File: config.mk
export PLATFORM = sky130hd
export DESIGN_NAME = param_sync_fifo_flat
export DESIGN_NICKNAME = d
export VERILOG_FILES = /design/src/rtl/fifo_pkg.sv /design/src/rtl/param_sync_fifo_if.sv /design/src/rtl/fifo_mem_2p.sv /design/src/rtl/param_sync_fifo.sv /design/src/flat_wrapper.sv
export SDC_FILE = /design/constraint.sdc
export NUM_CORES = 1
export LEC_CHECK = 0
export CAP_MARGIN = 20
export CORE_UTILIZATION = 45
export DETAILED_ROUTE_END_ITERATION = 10
export GPL_TIMING_DRIVEN = 0
export PLACE_DENSITY_LB_ADDON = 0.12
export SYNTH_ARGS = -nofsm -noshare
export SYNTH_HDL_FRONTEND = slang
export SYNTH_SLANG_ARGS = --single-unit
export TNS_END_PERCENT = 5
File: constraint.sdc
create_clock -name clk -period 6.3 [get_ports clk]
set_clock_uncertainty 0.15 [all_clocks]
set_input_delay 1.26 -clock clk [delete_from_list [all_inputs] [get_ports clk]]
set_output_delay 1.26 -clock clk [all_outputs]
set_load 0.01 [all_outputs]
File: src/rtl/fifo_pkg.sv
// Shared width helpers and status-flag type for the synchronous FIFO.
package fifo_pkg;

  // Pointer width for a power-of-two depth.
  function automatic int unsigned ptr_w(input int unsigned depth);
    return (depth > 1) ? int'($clog2(depth)) : 1;
  endfunction

  // Occupancy width: must represent 0..depth inclusive.
  function automatic int unsigned cnt_w(input int unsigned depth);
    return int'($clog2(depth)) + 1;
  endfunction

  typedef struct packed {
    logic full;
    logic empty;
    logic almost_full;
    logic almost_empty;
  } fifo_status_t;

  localparam fifo_status_t STATUS_RST = '{
    full:         1'b0,
    empty:        1'b1,
    almost_full:  1'b0,
    almost_empty: 1'b1
  };

endpackage

File: src/rtl/param_sync_fifo_if.sv
// Write/read handshake, status and error bundle for param_sync_fifo.
interface param_sync_fifo_if #(
  parameter int unsigned DATA_W = 8,
  parameter int unsigned DEPTH  = 16
);
  import fifo_pkg::*;

  localparam int unsigned CNT_W = cnt_w(DEPTH);

  logic              flush;
  logic              wr_en;
  logic [DATA_W-1:0] wr_data;
  logic              rd_en;
  logic              err_clr;
  logic [DATA_W-1:0] rd_data;
  logic              rd_valid;
  logic              full;
  logic              empty;
  logic              almost_full;
  logic              almost_empty;
  logic [CNT_W-1:0]  count;
  logic              overflow;
  logic              underflow;

  modport master (
    output flush, wr_en, wr_data, rd_en, err_clr,
    input  rd_data, rd_valid, full, empty, almost_full, almost_empty,
           count, overflow, underflow
  );

  modport slave (
    input  flush, wr_en, wr_data, rd_en, err_clr,
    output rd_data, rd_valid, full, empty, almost_full, almost_empty,
           count, overflow, underflow
  );

endinterface

File: src/rtl/fifo_mem_2p.sv
// FIFO storage: one synchronous write port, one asynchronous read port, no reset.
module fifo_mem_2p
  import fifo_pkg::*;
#(
  parameter int unsigned DATA_W = 8,
  parameter int unsigned DEPTH  = 16
) (
  input  logic                     clk,
  input  logic                     we,
  input  logic [ptr_w(DEPTH)-1:0]  waddr,
  input  logic [DATA_W-1:0]        wdata,
  input  logic [ptr_w(DEPTH)-1:0]  raddr,
  output logic [DATA_W-1:0]        rdata
);

  logic [DATA_W-1:0] mem [DEPTH];

  // Write port; contents deliberately survive reset and flush.
  always_ff @(posedge clk) begin
    if (we) begin
      mem[waddr] <= wdata;
    end
  end

  assign rdata = mem[raddr];

endmodule

File: src/rtl/param_sync_fifo.sv
// Parameterised single-clock FIFO with status/sticky-error flags and flush.
// Optional first-word-fall-through read path: define PARAM_SYNC_FIFO_FWFT_EN.
module param_sync_fifo
  import fifo_pkg::*;
#(
  parameter int unsigned DATA_W = 8,
  parameter int unsigned DEPTH  = 16,
  parameter int unsigned AF_LVL = DEPTH - 2,
  parameter int unsigned AE_LVL = 2
) (
  input  logic          clk,
  input  logic          rst_n,
  param_sync_fifo_if.slave bus
);

  localparam int unsigned PTR_W = ptr_w(DEPTH);
  localparam int unsigned CNT_W = cnt_w(DEPTH);

  // Reject unsupported configurations at elaboration.
  if (DATA_W < 1 || DATA_W > 32) begin : g_bad_data_w
    $error("param_sync_fifo: DATA_W must be 1..32");
  end
  if (DEPTH < 4 || DEPTH > 256 || (DEPTH & (DEPTH - 1)) != 0) begin : g_bad_depth
    $error("param_sync_fifo: DEPTH must be a power of two in 4..256");
  end
  if (AF_LVL < 1 || AF_LVL > DEPTH) begin : g_bad_af
    $error("param_sync_fifo: AF_LVL must be 1..DEPTH");
  end
  if (AE_LVL >= AF_LVL) begin : g_bad_ae
    $error("param_sync_fifo: AE_LVL must be below AF_LVL");
  end

  logic [PTR_W-1:0]  wr_ptr_q, wr_ptr_d;
  logic [PTR_W-1:0]  rd_ptr_q, rd_ptr_d;
  logic [CNT_W-1:0]  count_q, count_d;
  fifo_status_t      status_q, status_d;
  logic              ovf_q, ovf_d;
  logic              udf_q, udf_d;
  logic              wr_acc;
  logic              rd_acc;
  logic [DATA_W-1:0] mem_rdata;

  // Acceptance, pointer/count/flag next state and sticky errors.
  always_comb begin
    wr_ptr_d = wr_ptr_q;
    rd_ptr_d = rd_ptr_q;
    count_d  = count_q;
    ovf_d    = ovf_q;
    udf_d    = udf_q;

    rd_acc = bus.rd_en && !status_q.empty && !bus.flush;
    wr_acc = bus.wr_en && (!status_q.full || rd_acc) && !bus.flush;

    if (bus.flush) begin
      wr_ptr_d = '0;
      rd_ptr_d = '0;
      count_d  = '0;
    end else begin
      if (wr_acc) wr_ptr_d = wr_ptr_q + PTR_W'(1);
      if (rd_acc) rd_ptr_d = rd_ptr_q + PTR_W'(1);
      unique case ({wr_acc, rd_acc})
        2'b10:   count_d = count_q + CNT_W'(1);
        2'b01:   count_d = count_q - CNT_W'(1);
        default: count_d = count_q;
      endcase
    end

    status_d.full         = (count_d == CNT_W'(DEPTH));
    status_d.empty        = (count_d == '0);
    status_d.almost_full  = (count_d >= CNT_W'(AF_LVL));
    status_d.almost_empty = (count_d <= CNT_W'(AE_LVL));

    // Clear first so a same-cycle error wins over err_clr.
    if (bus.err_clr) begin
      ovf_d = 1'b0;
      udf_d = 1'b0;
    end
    if (bus.wr_en && !bus.flush && !wr_acc)         ovf_d = 1'b1;
    if (bus.rd_en && !bus.flush && status_q.empty)  udf_d = 1'b1;
  end

  // Control state registers.
  always_ff @(posedge clk or negedge rst_n) begin
    if (!rst_n) begin
      wr_ptr_q <= '0;
      rd_ptr_q <= '0;
      count_q  <= '0;
      status_q <= STATUS_RST;
      ovf_q    <= 1'b0;
      udf_q    <= 1'b0;
    end else begin
      wr_ptr_q <= wr_ptr_d;
      rd_ptr_q <= rd_ptr_d;
      count_q  <= count_d;
      status_q <= status_d;
      ovf_q    <= ovf_d;
      udf_q    <= udf_d;
    end
  end

  fifo_mem_2p #(
    .DATA_W (DATA_W),
    .DEPTH  (DEPTH)
  ) u_mem (
    .clk   (clk),
    .we    (wr_acc),
    .waddr (wr_ptr_q),
    .wdata (bus.wr_data),
    .raddr (rd_ptr_q),
    .rdata (mem_rdata)
  );

`ifdef PARAM_SYNC_FIFO_FWFT_EN
  // Head word is presented directly; zeroed while empty so reset/flush read as 0.
  assign bus.rd_data  = status_q.empty ? '0 : mem_rdata;
  assign bus.rd_valid = !status_q.empty;
`else
  logic [DATA_W-1:0] rd_data_q, rd_data_d;
  logic              rd_valid_q, rd_valid_d;

  // Registered read path: capture head on an accepted pop, hold otherwise.
  always_comb begin
    rd_data_d  = rd_data_q;
    rd_valid_d = 1'b0;
    if (rd_acc) begin
      rd_data_d  = mem_rdata;
      rd_valid_d = 1'b1;
    end
  end

  // Read data/valid registers.
  always_ff @(posedge clk or negedge rst_n) begin
    if (!rst_n) begin
      rd_data_q  <= '0;
      rd_valid_q <= 1'b0;
    end else begin
      rd_data_q  <= rd_data_d;
      rd_valid_q <= rd_valid_d;
    end
  end

  assign bus.rd_data  = rd_data_q;
  assign bus.rd_valid = rd_valid_q;
`endif

  assign bus.count        = count_q;
  assign bus.full         = status_q.full;
  assign bus.empty        = status_q.empty;
  assign bus.almost_full  = status_q.almost_full;
  assign bus.almost_empty = status_q.almost_empty;
  assign bus.overflow     = ovf_q;
  assign bus.underflow    = udf_q;

endmodule

File: src/flat_wrapper.sv
// flat-port wrapper written by rule: the top's interface ports become plain ports
module param_sync_fifo_flat import fifo_pkg::*;
#(
  parameter int unsigned DATA_W = 8,
  parameter int unsigned DEPTH  = 16,
  parameter int unsigned AF_LVL = DEPTH - 2,
  parameter int unsigned AE_LVL = 2
)
  (clk, rst_n, bus_flush, bus_wr_en, bus_wr_data, bus_rd_en, bus_err_clr, bus_rd_data, bus_rd_valid, bus_full, bus_empty, bus_almost_full, bus_almost_empty, bus_count, bus_overflow, bus_underflow);
  param_sync_fifo_if #(.DATA_W(DATA_W), .DEPTH(DEPTH)) bus_i ();
  input  logic clk;
  input  logic rst_n;
  input wire logic [$bits(bus_i.flush)-1:0] bus_flush;
  input wire logic [$bits(bus_i.wr_en)-1:0] bus_wr_en;
  input wire logic [$bits(bus_i.wr_data)-1:0] bus_wr_data;
  input wire logic [$bits(bus_i.rd_en)-1:0] bus_rd_en;
  input wire logic [$bits(bus_i.err_clr)-1:0] bus_err_clr;
  output wire logic [$bits(bus_i.rd_data)-1:0] bus_rd_data;
  output wire logic [$bits(bus_i.rd_valid)-1:0] bus_rd_valid;
  output wire logic [$bits(bus_i.full)-1:0] bus_full;
  output wire logic [$bits(bus_i.empty)-1:0] bus_empty;
  output wire logic [$bits(bus_i.almost_full)-1:0] bus_almost_full;
  output wire logic [$bits(bus_i.almost_empty)-1:0] bus_almost_empty;
  output wire logic [$bits(bus_i.count)-1:0] bus_count;
  output wire logic [$bits(bus_i.overflow)-1:0] bus_overflow;
  output wire logic [$bits(bus_i.underflow)-1:0] bus_underflow;
  assign bus_i.flush = bus_flush;
  assign bus_i.wr_en = bus_wr_en;
  assign bus_i.wr_data = bus_wr_data;
  assign bus_i.rd_en = bus_rd_en;
  assign bus_i.err_clr = bus_err_clr;
  assign bus_rd_data = bus_i.rd_data;
  assign bus_rd_valid = bus_i.rd_valid;
  assign bus_full = bus_i.full;
  assign bus_empty = bus_i.empty;
  assign bus_almost_full = bus_i.almost_full;
  assign bus_almost_empty = bus_i.almost_empty;
  assign bus_count = bus_i.count;
  assign bus_overflow = bus_i.overflow;
  assign bus_underflow = bus_i.underflow;
  param_sync_fifo #(.DATA_W(DATA_W), .DEPTH(DEPTH), .AF_LVL(AF_LVL), .AE_LVL(AE_LVL)) u_core (.clk(clk), .rst_n(rst_n), .bus(bus_i));
endmodule
==> results of run 1 <==
==> cell usage in the layout, fill, tap and decap left out, types with 2 or more instances in the layout <==
| cell type | synthesis | layout |
|---|---|---|
| xnor2_1 | 4 | 4 |
| buf_1 | 2 | 2 |
| clkbuf_1 | 8 | 9 |
| mux2i_1 | 11 | 11 |
| nand2_1 | 13 | 13 |
| nor2_1 | 23 | 23 |
| o21ai_0 | 2 | 2 |
| clkinv_2 | 0 | 2 |
| edfxtp_1 | 128 | 128 |
| dfrtp_1 | 26 | 26 |
| and4_1 | 2 | 2 |
| a21o_2 | 2 | 2 |
| bufinv_16 | 0 | 7 |
| buf_4 | 1 | 4 |
| inv_1 | 7 | 7 |
| clkbuf_16 | 0 | 17 |
| clkinv_1 | 0 | 3 |
| a32o_1 | 2 | 2 |
| xor2_1 | 6 | 6 |
| mux4_2 | 32 | 32 |
| nand3_1 | 4 | 4 |
| mux2_2 | 8 | 8 |
| a21oi_1 | 2 | 2 |
| nor2b_1 | 2 | 2 |
| ha_1 | 8 | 8 |
| buf_6 | 4 | 4 |
| nor3_1 | 17 | 14 |
| nor3_2 | 0 | 3 |
| and3_1 | 2 | 2 |
| nand2b_1 | 2 | 2 |
| buf_2 | 3 | 3 |
| a221o_1 | 8 | 8 |
| clkdlybuf4s50_1 | 0 | 32 |
| nand4_1 | 2 | 2 |
| dfstp_2 | 2 | 2 |
==> through the flow <==
step | area (sq um) | power [mW] | setup WS [ns]
floorplan | 6350 | 1.32 | 1.95
global placement | 6890 | 1.43 | 1.08
detailed placement | 6960 | 1.43 | 1.07
CTS | 7630 | 2.60 | 1.48
global route | 7630 | 2.66 | 1.22
finish | 7630 | 2.58 | 1.48
==> worst register-to-register path, stage by stage, from the launching register on <==
cell	delay, ns
dfstp_2	0.56
or3b_2	0.13
buf_2	0.21
clkbuf_1	0.49
inv_1	0.18
ha_1	0.33
xor2_1	0.19
ha_1	0.21
or3b_1	0.35
a32oi_1	0.28
xor2_1	0.30
nor2_2	0.09
a2111oi_2	0.33
==> logic make-up after synthesis <==
| group | Yosys count | share of synthesized area, % |
|---|---|---|
| xor+xnor | 10 | 1.38 |
| flops | 156 | 71.6 |
| compound gates | 23 | 3.15 |
| fa+ha+maj | 8 | 1.58 |
| mux | 51 | 14.5 |
| simple gates | 74 | 5.66 |
| buf+inv | 25 | 2.07 |
==> flip-flops by register name, indices dropped and copies added (netlist names) <==
| name | count |
|---|---|
| u_core.bus.rd_data | 8 |
| u_core.bus.empty | 1 |
| u_core.bus.full | 1 |
| u_core.bus.almost_full | 1 |
| u_core.rd_ptr_q | 4 |
| u_core.wr_ptr_q | 4 |
| u_core.bus.rd_valid | 1 |
| u_core.bus.count | 5 |
| u_core.bus.almost_empty | 1 |
| u_core.bus.overflow | 1 |
| u_core.u_mem.mem | 128 |
| u_core.bus.underflow | 1 |
==> worst max-delay path by stage <==
| stage | from | slack (ns) | end |
|---|---|---|---|
| 6_report | bus_rd_en | 1.48 | u_core.bus.almost_empty$_DFF_PN1_ |
| 3_3_place_gp | bus_rd_en | 1.08 | u_core.bus.almost_empty$_DFF_PN1_ |
| 3_5_place_dp | bus_rd_en | 1.07 | u_core.bus.almost_empty$_DFF_PN1_ |
| 4_1_cts | bus_rd_en | 1.48 | u_core.bus.almost_empty$_DFF_PN1_ |
| 5_1_grt | bus_rd_en | 1.22 | u_core.bus.almost_empty$_DFF_PN1_ |
| 2_1_floorplan | bus_flush | 1.95 | u_core.bus.almost_empty$_DFF_PN1_ |
==> where the power goes <==
| part | switching, mW | internal (mW) | leakage (nW) |
|---|---|---|---|
| combinational | 0.109 | 0.125 | 0.753 |
| clock | 0.391 | 0.778 | 0.326 |
| sequential | 0.0226 | 1.15 | 1.52 |
| total | 0.523 | 2.06 | 2.60 |
==> layout make-up <==
cell class | instances | area [sq um] | share of cell area [%]
Inverter | 7 | 26.3 | 0.344
Sequential cell | 156 | 4550 | 59.6
Clock buffer | 18 | 429 | 5.62
Clock inverter | 14 | 248 | 3.25
Buffer | 18 | 105 | 1.38
Multi-Input combinational cell | 166 | 1680 | 22.0
Timing Repair Buffer | 36 | 370 | 4.85
Tap cell | 180 | 225 | 2.95
==> layer usage <==
layer  up-vias  wire [um]
met5         -          0
met1      1673       6100
met2        67       6560
li1       1491          -
met3        10        499
met4         0        116
==> impl_metrics.csv, run 1 <==
group,metric,value,unit
sta,tns,0,ns
synth,ys_seq_area_share,71.6,%
synth,synth.distinct_cells,43,
clock_network,cts_num_sinks,156,
worst_setup_path,critical_path.max_stage_delay,0.50,ns
grt,antenna_found_initial,0,
sta,maxSlewHeadroom,30.8,%
worst_setup_path,r2r-start,"u_core.bus.empty$_DFF_PN1_",
floorplanning,dieArea,14600,sq um
grt,grt_use_met3,5.52,%
synth,async_reset_ff_share,17.9,%
detailed_routing,post-route-drc-count,0,
grt,top_usage_layer,"met2",
placement,io_buffers,32,
worst_setup_path,r2r.worst_path.cells,12,
grt,grt_usage,20.2,%
worst_setup_path,crit_slowest_cell,"clkdlybuf4s50_1",
synth,synth_top_cells_by_area,"edfxtp_1 61%, mux4_2 11%, dfrtp_1 10%",
sta,hold_ws,0.340,ns
clock_network,clk_pin_slew,0.06,ns
worst_setup_path,r2r-end,"u_core.bus.almost_empty$_DFF_PN1_",
floorplanning,core_area,13800,sq um
synth,yosys_warnings,0,
grt,use_met1,27.0,%
layout,layout.nets,424,
worst_setup_path,crit_fanout,10,
synth,ys_ff_latch,156,
worst_setup_path,r2r_slack,2.39,ns
grt,grt_pass1_vias,3390,
worst_setup_path,worstPathBufferInverterCount,4,
layout,n_antenna_cell,0,
grt,gr-total-overflow,0,
synth,synthFlopType,"edfxtp_1",
hold_path,hold_class,"flip-flop to flip-flop",
synth,synth_commonest_cells,"128 x edfxtp_1, 32 x mux4_2, 26 x dfrtp_1",
synth,synth_most_common_cell,"edfxtp_1",
grt,grt_max_degree,17,
hold_path,holdPathEnd,"u_core.bus.underflow$_DFFE_PN0P_",
detailed_routing,dr_total_vias,3241,
grt,grtUsageMet2,32.7,%
clock_network,post_cts_buffers,0,
worst_setup_path,path_depth,13,
worst_setup_path,start_kind,"primary input",
floorplanning,dieHeight,121,um
grt,grt_pass1_wl,20.1,mm
detailed_routing,wl_per_cell,22.3,um
hold_path,hold_start,"u_core.bus.underflow$_DFFE_PN0P_",
clock_network,cts-root-buf,"clkbuf_16",
layout,fin_cells,595,
placement,hpwl,8.69,mm
sta,fmax,207,MHz
synth,synth_top_area_cell,"edfxtp_1",
floorplanning,design.portCount,34,
placement,dp_cells,563,
layout,fin_util,55.2,%
clock_network,numCtsBuffers,17,
synth,synth_edf_count,128,
sta,slew_viol_final,0,
floorplanning,start_util,45.9,%
detailed_routing,ant_nets,0,
synth,syn_nets,369,
sta,timing.final.crit_share,76.5,%
worst_setup_path,crit_path_cell_trace,"clkdlybuf4s50_1 -> or3b_2 -> buf_2 -> clkbuf_1 -> inv_1 -> ha_1 -> xor2_1 -> ha_1 -> or3b_1 -> a32oi_1 -> xor2_1 -> nor2_2 -> a2111oi_2",
detailed_routing,drt_pass1_iterations,5,
power_and_ir_drop,power_density,338,nW/um^2
power_and_ir_drop,irDropWorstVdd,248,uV
floorplanning,rows,43,
layout,fillCellCount,1082,
worst_setup_path,cp.required,6.46,ns
clock_network,clk_latency,0.42,ns
synth,synth.avg_cell_area,18.3,sq um
clock_network,cts_tree,"built",
hold_path,whs_path_depth,1,
worst_setup_path,end_kind,"flip-flop",
worst_setup_path,arrival,4.98,ns
detailed_routing,finalWirelength,13.3,mm
worst_setup_path,critPathTopFamily,"buffers and inverters",
clock_network,cts_hold_buf,0,
layout,drive_gt1_share,21.9,%
run,cap_viol_max_count,0,
synth,yosys.area.top_type_share,60.6,%
sta,min_period,4.82,ns
layout,synthToLayoutAreaGrowth,20.3,%
clock_network,ctsLongestPathBuffers,2,
status,status,"finished clean",
placement,globalplace.congestion,0.734,
detailed_routing,viasPerCell,5.45,
synth,synthCells,347,
clock_network,cts_resized,0,
power_and_ir_drop,leakage,2.60,nW
clock_network,h-tree-depth,4,
sta,setup_viol,0,
floorplanning,die_width,121,um
sta,tightest_slew,1.03,ns
detailed_routing,drt-initial-drc-count,262,
worst_setup_path,path_class,"primary input to flip-flop",
synth,syn-cell-area,6350,sq um
sta,hold_violations,0,
sta,rsz0062_at_grt,"no",
No activity file was read; power rests on OpenSTA's default activity.
==> run 2: changes to the inputs <==
==> constraint.sdc (replaced) <==
create_clock -name clk -period 4.4 [get_ports clk]
set_clock_uncertainty 0.15 [all_clocks]
set_input_delay 0.88 -clock clk [delete_from_list [all_inputs] [get_ports clk]]
set_output_delay 0.88 -clock clk [all_outputs]
set_load 0.01 [all_outputs]
==> impl_metrics.csv, run 2 (synthesis results as in run 1) <==
group,metric,value,unit
layout,layout.nets,424,
placement,hpwl,8.69,mm
detailed_routing,dr_total_vias,3229,
layout,final_common_cell,"edfxtp_1",
clock_network,cts_tree,"built",
clock_network,ctsLongestPathBuffers,2,
grt,antenna_found_initial,0,
worst_setup_path,critical_path.max_stage_delay,0.50,ns
clock_network,numCtsBuffers,17,
floorplanning,dieArea,14600,sq um
detailed_routing,drt-initial-drc-count,234,
sta,hold_violations,0,
layout,synthToLayoutAreaGrowth,20.5,%
worst_setup_path,crit_slowest_cell,"clkdlybuf4s50_1",
sta,tightest_slew,1.02,ns
detailed_routing,finalWirelength,13.2,mm
sta,fmax,235,MHz
detailed_routing,wl_met3,525,um
power_and_ir_drop,finalPower,3.69,mW
placement,io_buffers,32,
grt,grt_pass1_vias,3376,
floorplanning,design.portCount,34,
layout,final_cell_mix,"128 x edfxtp_1, 32 x mux4_2, 32 x clkdlybuf4s50_1, 26 x dfrtp_1, 23 x nor2_1",
layout,fillCellCount,1080,
detailed_routing,ant_nets,0,
clock_network,cts_num_sinks,156,
placement,globalplace.congestion,0.734,
detailed_routing,drt-met1-wl,6.02,mm
layout,drive_gt1_share,22.2,%
layout,stdcell_area,7640,sq um
worst_setup_path,path_class,"primary input to flip-flop",
detailed_routing,viasPerCell,5.43,
floorplanning,die_width,121,um
detailed_routing,route.met2.wl,6.58,mm
floorplanning,start_util,45.9,%
placement,dpl_cell_area,6960,sq um
layout,n_antenna_cell,0,
clock_network,clk_latency,0.41,ns
sta,timing.final.crit_share,96.8,%
layout,largest_reg_flops,128,
power_and_ir_drop,power_density,483,nW/um^2
clock_network,clk_pin_slew,0.06,ns
layout,regArea,4550,sq um
detailed_routing,drt_pass1_iterations,5,
sta,setup_viol,0,
status,status,"finished clean",
floorplanning,rows,43,
worst_setup_path,crit_fanout,9,
floorplanning,dieHeight,121,um
sta,slew_viol_final,0,
run,cap_viol_max_count,0,
worst_setup_path,cp.required,4.57,ns
detailed_routing,post-route-drc-count,0,
grt,gr-total-overflow,0,
grt,grt_pass1_wl,20.1,mm
clock_network,h-tree-depth,4,
sta,min_period,4.26,ns
worst_setup_path,arrival,4.42,ns
worst_setup_path,start_kind,"primary input",
detailed_routing,wl_per_cell,22.2,um
grt,grt_usage,20.1,%
hold_path,hold_class,"flip-flop to flip-flop",
floorplanning,core_area,13800,sq um
clock_network,cts_hold_buf,0,
worst_setup_path,crit_path_cell_trace,"clkdlybuf4s50_1 -> or3b_2 -> a21boi_4 -> nand2_1 -> ha_1 -> xor2_1 -> ha_1 -> or3b_1 -> a32oi_1 -> xor2_1 -> buf_4 -> nand3_1 -> o21ai_0",
power_and_ir_drop,leakage,2.61,nW
layout,multi_input_area,1690,sq um
worst_setup_path,end_kind,"flip-flop",
grt,grt_max_degree,20,
sta,rsz0062_at_grt,"no",
sta,maxSlewHeadroom,31.6,%
detailed_routing,maxUsedRoutingLayer,"met4",
clock_network,cts-root-buf,"clkbuf_16",
power_and_ir_drop,irDropWorstVdd,353,uV
layout,top_register,"u_core.u_mem.mem",
-- run 2: report_power, final --
| part | total, mW | leakage (nW) | switching, mW | internal, mW |
|---|---|---|---|---|
| sequential | 1.68 | 1.52 | 0.0325 | 1.65 |
| combinational | 0.337 | 0.759 | 0.157 | 0.180 |
| clock | 1.67 | 0.326 | 0.557 | 1.11 |
| total | 3.69 | 2.61 | 0.746 | 2.94 |
-- run 2: what timing repair did --
action / 4_1_cts / 5_1_grt
endpoints found under the setup margin: 1 / 2
setup buffers: 0 / 1
gates resized for setup: 0 / 1
pin swaps: 0 / 1
-- run 2: final timing paths --
kind / to / from / cells after the start / slack (ns)
max: u_core.bus.empty$_DFF_PN1_ / bus_rd_en / 13 / 0.14
min: u_core.bus.underflow$_DFFE_PN0P_ / u_core.bus.underflow$_DFFE_PN0P_ / 1 / 0.34
max reg2reg: u_core.bus.empty$_DFF_PN1_ / u_core.bus.empty$_DFF_PN1_ / 12 / 0.74
min reg2reg: u_core.bus.underflow$_DFFE_PN0P_ / u_core.bus.underflow$_DFFE_PN0P_ / 1 / 0.34
max in group asynchronous: u_core.bus.empty$_DFF_PN1_ / rst_n / 2 / 2.67
min in group asynchronous: u_core.wr_ptr_q[2]$_DFFE_PN0P_ / rst_n / 1 / 0.79
-- run 2: layer usage --
layer	track usage (%)	vias to the layer above
li1	-	1492
met4	5.56	0
met3	5.52	7
met2	32.4	74
met5	0	-
met1	27.0	1656
-- run 2: layout make-up --
class | instances | share of cell area, %
flip-flops and latches | 156 | 59.5
multi-input cells | 166 | 22.1
clock buffers | 18 | 5.61
repair buffers | 37 | 4.94
clock inverters | 14 | 3.24
well taps | 180 | 2.95
plain buffers | 17 | 1.33
inverters | 7 | 0.344
-- run 2: critical path, delay by kind of cell --
family	cells	cell delay [ns]
buffers and inverters	2	0.66
adders and majority gates	2	0.52
xor gates and xnor gates	2	0.45
and+or+nand+nor	4	1.09
AOI/OAI and AO/OA	3	0.81
-- run 2: metrics by stage --
stage          std cells  util, %  hold WS, ns  setup TNS (ns)  setup WS (ns)
3_5_place_dp         563     50.3        0.331           -1.36         -0.450
5_1_grt              595     55.3        0.352               0        0.00675
2_1_floorplan        347        -        0.381               0          0.430
3_3_place_gp         559     49.8        0.327           -1.31         -0.440
4_1_cts              594     55.2        0.345               0         0.0837
6_report             595     55.3        0.339               0          0.143
==> run 3: changes to the inputs <==
--- a/config.mk
+++ b/config.mk
@@ -6,6 +6,7 @@
 export NUM_CORES = 1
 export LEC_CHECK = 0
 export CAP_MARGIN = 20
+export CORE_MARGIN = 5
 export CORE_UTILIZATION = 45
 export DETAILED_ROUTE_END_ITERATION = 10
 export GPL_TIMING_DRIVEN = 0
==> impl_metrics.csv, run 3 (synthesis results as in run 1) <==
group,metric,value,unit
detailed_routing,viasPerCell,5.43,
power_and_ir_drop,power.net_switching,0.742,mW
layout,synthToLayoutAreaGrowth,18.5,%
clock_network,h-tree-depth,4,
worst_setup_path,path_class,"primary input to flip-flop",
hold_path,hold_class,"flip-flop to flip-flop",
floorplanning,die_width,129,um
floorplanning,core_area,13900,sq um
sta,hold_violations,0,
grt,grt_pass1_wl,21.1,mm
power_and_ir_drop,leakage,2.55,nW
detailed_routing,maxUsedRoutingLayer,"met4",
power_and_ir_drop,p_comb_share,10.1,%
worst_setup_path,crit_fanout,19,
sta,timing.final.crit_share,94.3,%
worst_setup_path,critical_path.max_stage_delay,0.51,ns
sta,fmax,241,MHz
clock_network,ctsLongestPathBuffers,2,
sta,maxSlewHeadroom,38.6,%
worst_setup_path,worstPathBufferInverterCount,3,
layout,layout.nets,426,
floorplanning,dieArea,16600,sq um
detailed_routing,post-route-drc-count,0,
detailed_routing,dr_total_vias,3241,
grt,antenna_found_initial,0,
detailed_routing,drt-initial-drc-count,224,
sta,slew_viol_final,0,
detailed_routing,route.met2.wl,6.87,mm
layout,top_register,"u_core.u_mem.mem",
clock_network,clk_pin_slew,0.06,ns
power_and_ir_drop,finalPower,3.34,mW
grt,grt_max_degree,20,
placement,globalplace.congestion,0.808,
grt,grt_pass1_vias,3496,
power_and_ir_drop,swShare,22.2,%
detailed_routing,finalWirelength,13.3,mm
clock_network,cts_num_sinks,156,
power_and_ir_drop,seqPwrFrac,50.4,%
sta,rsz0062_at_grt,"no",
layout,n_antenna_cell,0,
worst_setup_path,cp.required,4.56,ns
clock_network,numCtsBuffers,17,
worst_setup_path,critPathTopFamily,"simple AND/OR/NAND/NOR gates",
sta,setup_viol,0,
layout,final_cell_mix,"128 x edfxtp_1, 32 x mux4_2, 32 x clkdlybuf4s50_1, 26 x dfrtp_1, 23 x nor2_1",
floorplanning,rows,43,
worst_setup_path,start_kind,"primary input",
power_and_ir_drop,intPower,2.60,mW
placement,dp_cells,564,
detailed_routing,drt-met1-wl,5.65,mm
layout,final_common_cell,"edfxtp_1",
worst_setup_path,arrival,4.31,ns
layout,drive_gt1_share,22.5,%
detailed_routing,wl_met3,515,um
power_and_ir_drop,p_clk_share,39.6,%
clock_network,clk_latency,0.41,ns
worst_setup_path,cpMostUsedCell,"xor2_1",
power_and_ir_drop,irDropWorstVdd,264,uV
worst_setup_path,end_kind,"flip-flop",
sta,min_period,4.15,ns
detailed_routing,wl_per_cell,22.2,um
layout,fin_cells,597,
detailed_routing,ant_nets,0,
sta,tightest_slew,0.918,ns
floorplanning,design.portCount,34,
clock_network,cts-root-buf,"clkbuf_16",
power_and_ir_drop,power_density,445,nW/um^2
run,cap_viol_max_count,0,
worst_setup_path,crit_path_cell_trace,"clkdlybuf4s50_1 -> or3b_2 -> buf_2 -> inv_1 -> ha_2 -> xor2_1 -> ha_1 -> or3b_1 -> a32oi_2 -> xor2_1 -> nor2_2 -> a2111oi_2",
worst_setup_path,r2r_slack,0.86,ns
floorplanning,start_util,45.7,%
status,status,"finished clean",
layout,largest_reg_flops,128,
placement,hpwl,8.97,mm
floorplanning,dieHeight,129,um
worst_setup_path,crit_slowest_cell,"clkdlybuf4s50_1",
detailed_routing,drt_pass1_iterations,4,
placement,io_buffers,32,
grt,gr-total-overflow,0,
clock_network,cts_tree,"built",
grt,grt_usage,17.6,%
## run 3: power by group through the flow
stage	logic, mW	registers [mW]	clock network (mW)
floorplan	0.164	1.72	0
global placement	0.332	1.71	0
detailed placement	0.341	1.72	0
CTS	0.342	1.69	1.35
global route	0.365	1.69	1.43
finish	0.337	1.68	1.32
## run 3: what timing repair did
action | in CTS | in global routing
setup buffers | 0 | 2
hold endpoints to repair | 0 | 0
pin swaps | 0 | 2
endpoints found under the setup margin | 1 | 3
gates resized for setup | 0 | 3
hold buffers | 0 | 0
## run 3: layout make-up
class	instances	area [sq um]
fill	1138	6360
buffer	17	101
multi-input combinational	166	1700
tap	180	225
clock buffer	20	437
timing repair buffer	39	385
clock inverter	12	100
inverter	7	26.3
sequential	156	4550
## run 3: layer usage
metal,track usage [%],vias to the layer above
met2,28.8,63
met4,6.18,0
met3,3.53,19
met1,23.7,1664
met5,0,-
li1,-,1495
## run 3: final timing paths
| path | startpoint | endpoint | cells past startpoint |
|---|---|---|---|
| max reg2reg | u_core.bus.empty$_DFF_PN1_ | u_core.bus.almost_empty$_DFF_PN1_ | 11 |
| max | bus_rd_en | u_core.bus.almost_empty$_DFF_PN1_ | 12 |
| min in group asynchronous | rst_n | u_core.bus.overflow$_DFFE_PN0P_ | 1 |
| min | u_core.bus.overflow$_DFFE_PN0P_ | u_core.bus.overflow$_DFFE_PN0P_ | 1 |
| min reg2reg | u_core.bus.overflow$_DFFE_PN0P_ | u_core.bus.overflow$_DFFE_PN0P_ | 1 |
| max in group asynchronous | rst_n | u_core.bus.rd_data[1]$_DFFE_PN0P_ | 2 |
## run 3: worst register-to-register path: cells and delay by family (launching register included)
family          cells  cell delay, ns
simple gates        3            0.96
xor+xnor            2            0.44
compound gates      2            0.60
fa+ha+maj           2            0.47
flops               1            0.38
buf+inv             2            0.43
## run 3: stage by stage
stage / setup slack, ns / TNS (ns) / hold slack, ns / utilization (%) / cell area [sq um]
5_1_grt: 0.0222 / 0 / 0.369 / 54.2 / 7520
3_5_place_dp: -0.488 / -1.55 / 0.338 / 50.1 / 6950
3_3_place_gp: -0.388 / -1.20 / 0.332 / 49.6 / 6890
4_1_cts: 0.00686 / 0 / 0.352 / 53.9 / 7480
2_1_floorplan: 0.430 / 0 / 0.381 / - / 6350
6_report: 0.252 / 0 / 0.350 / 54.2 / 7520
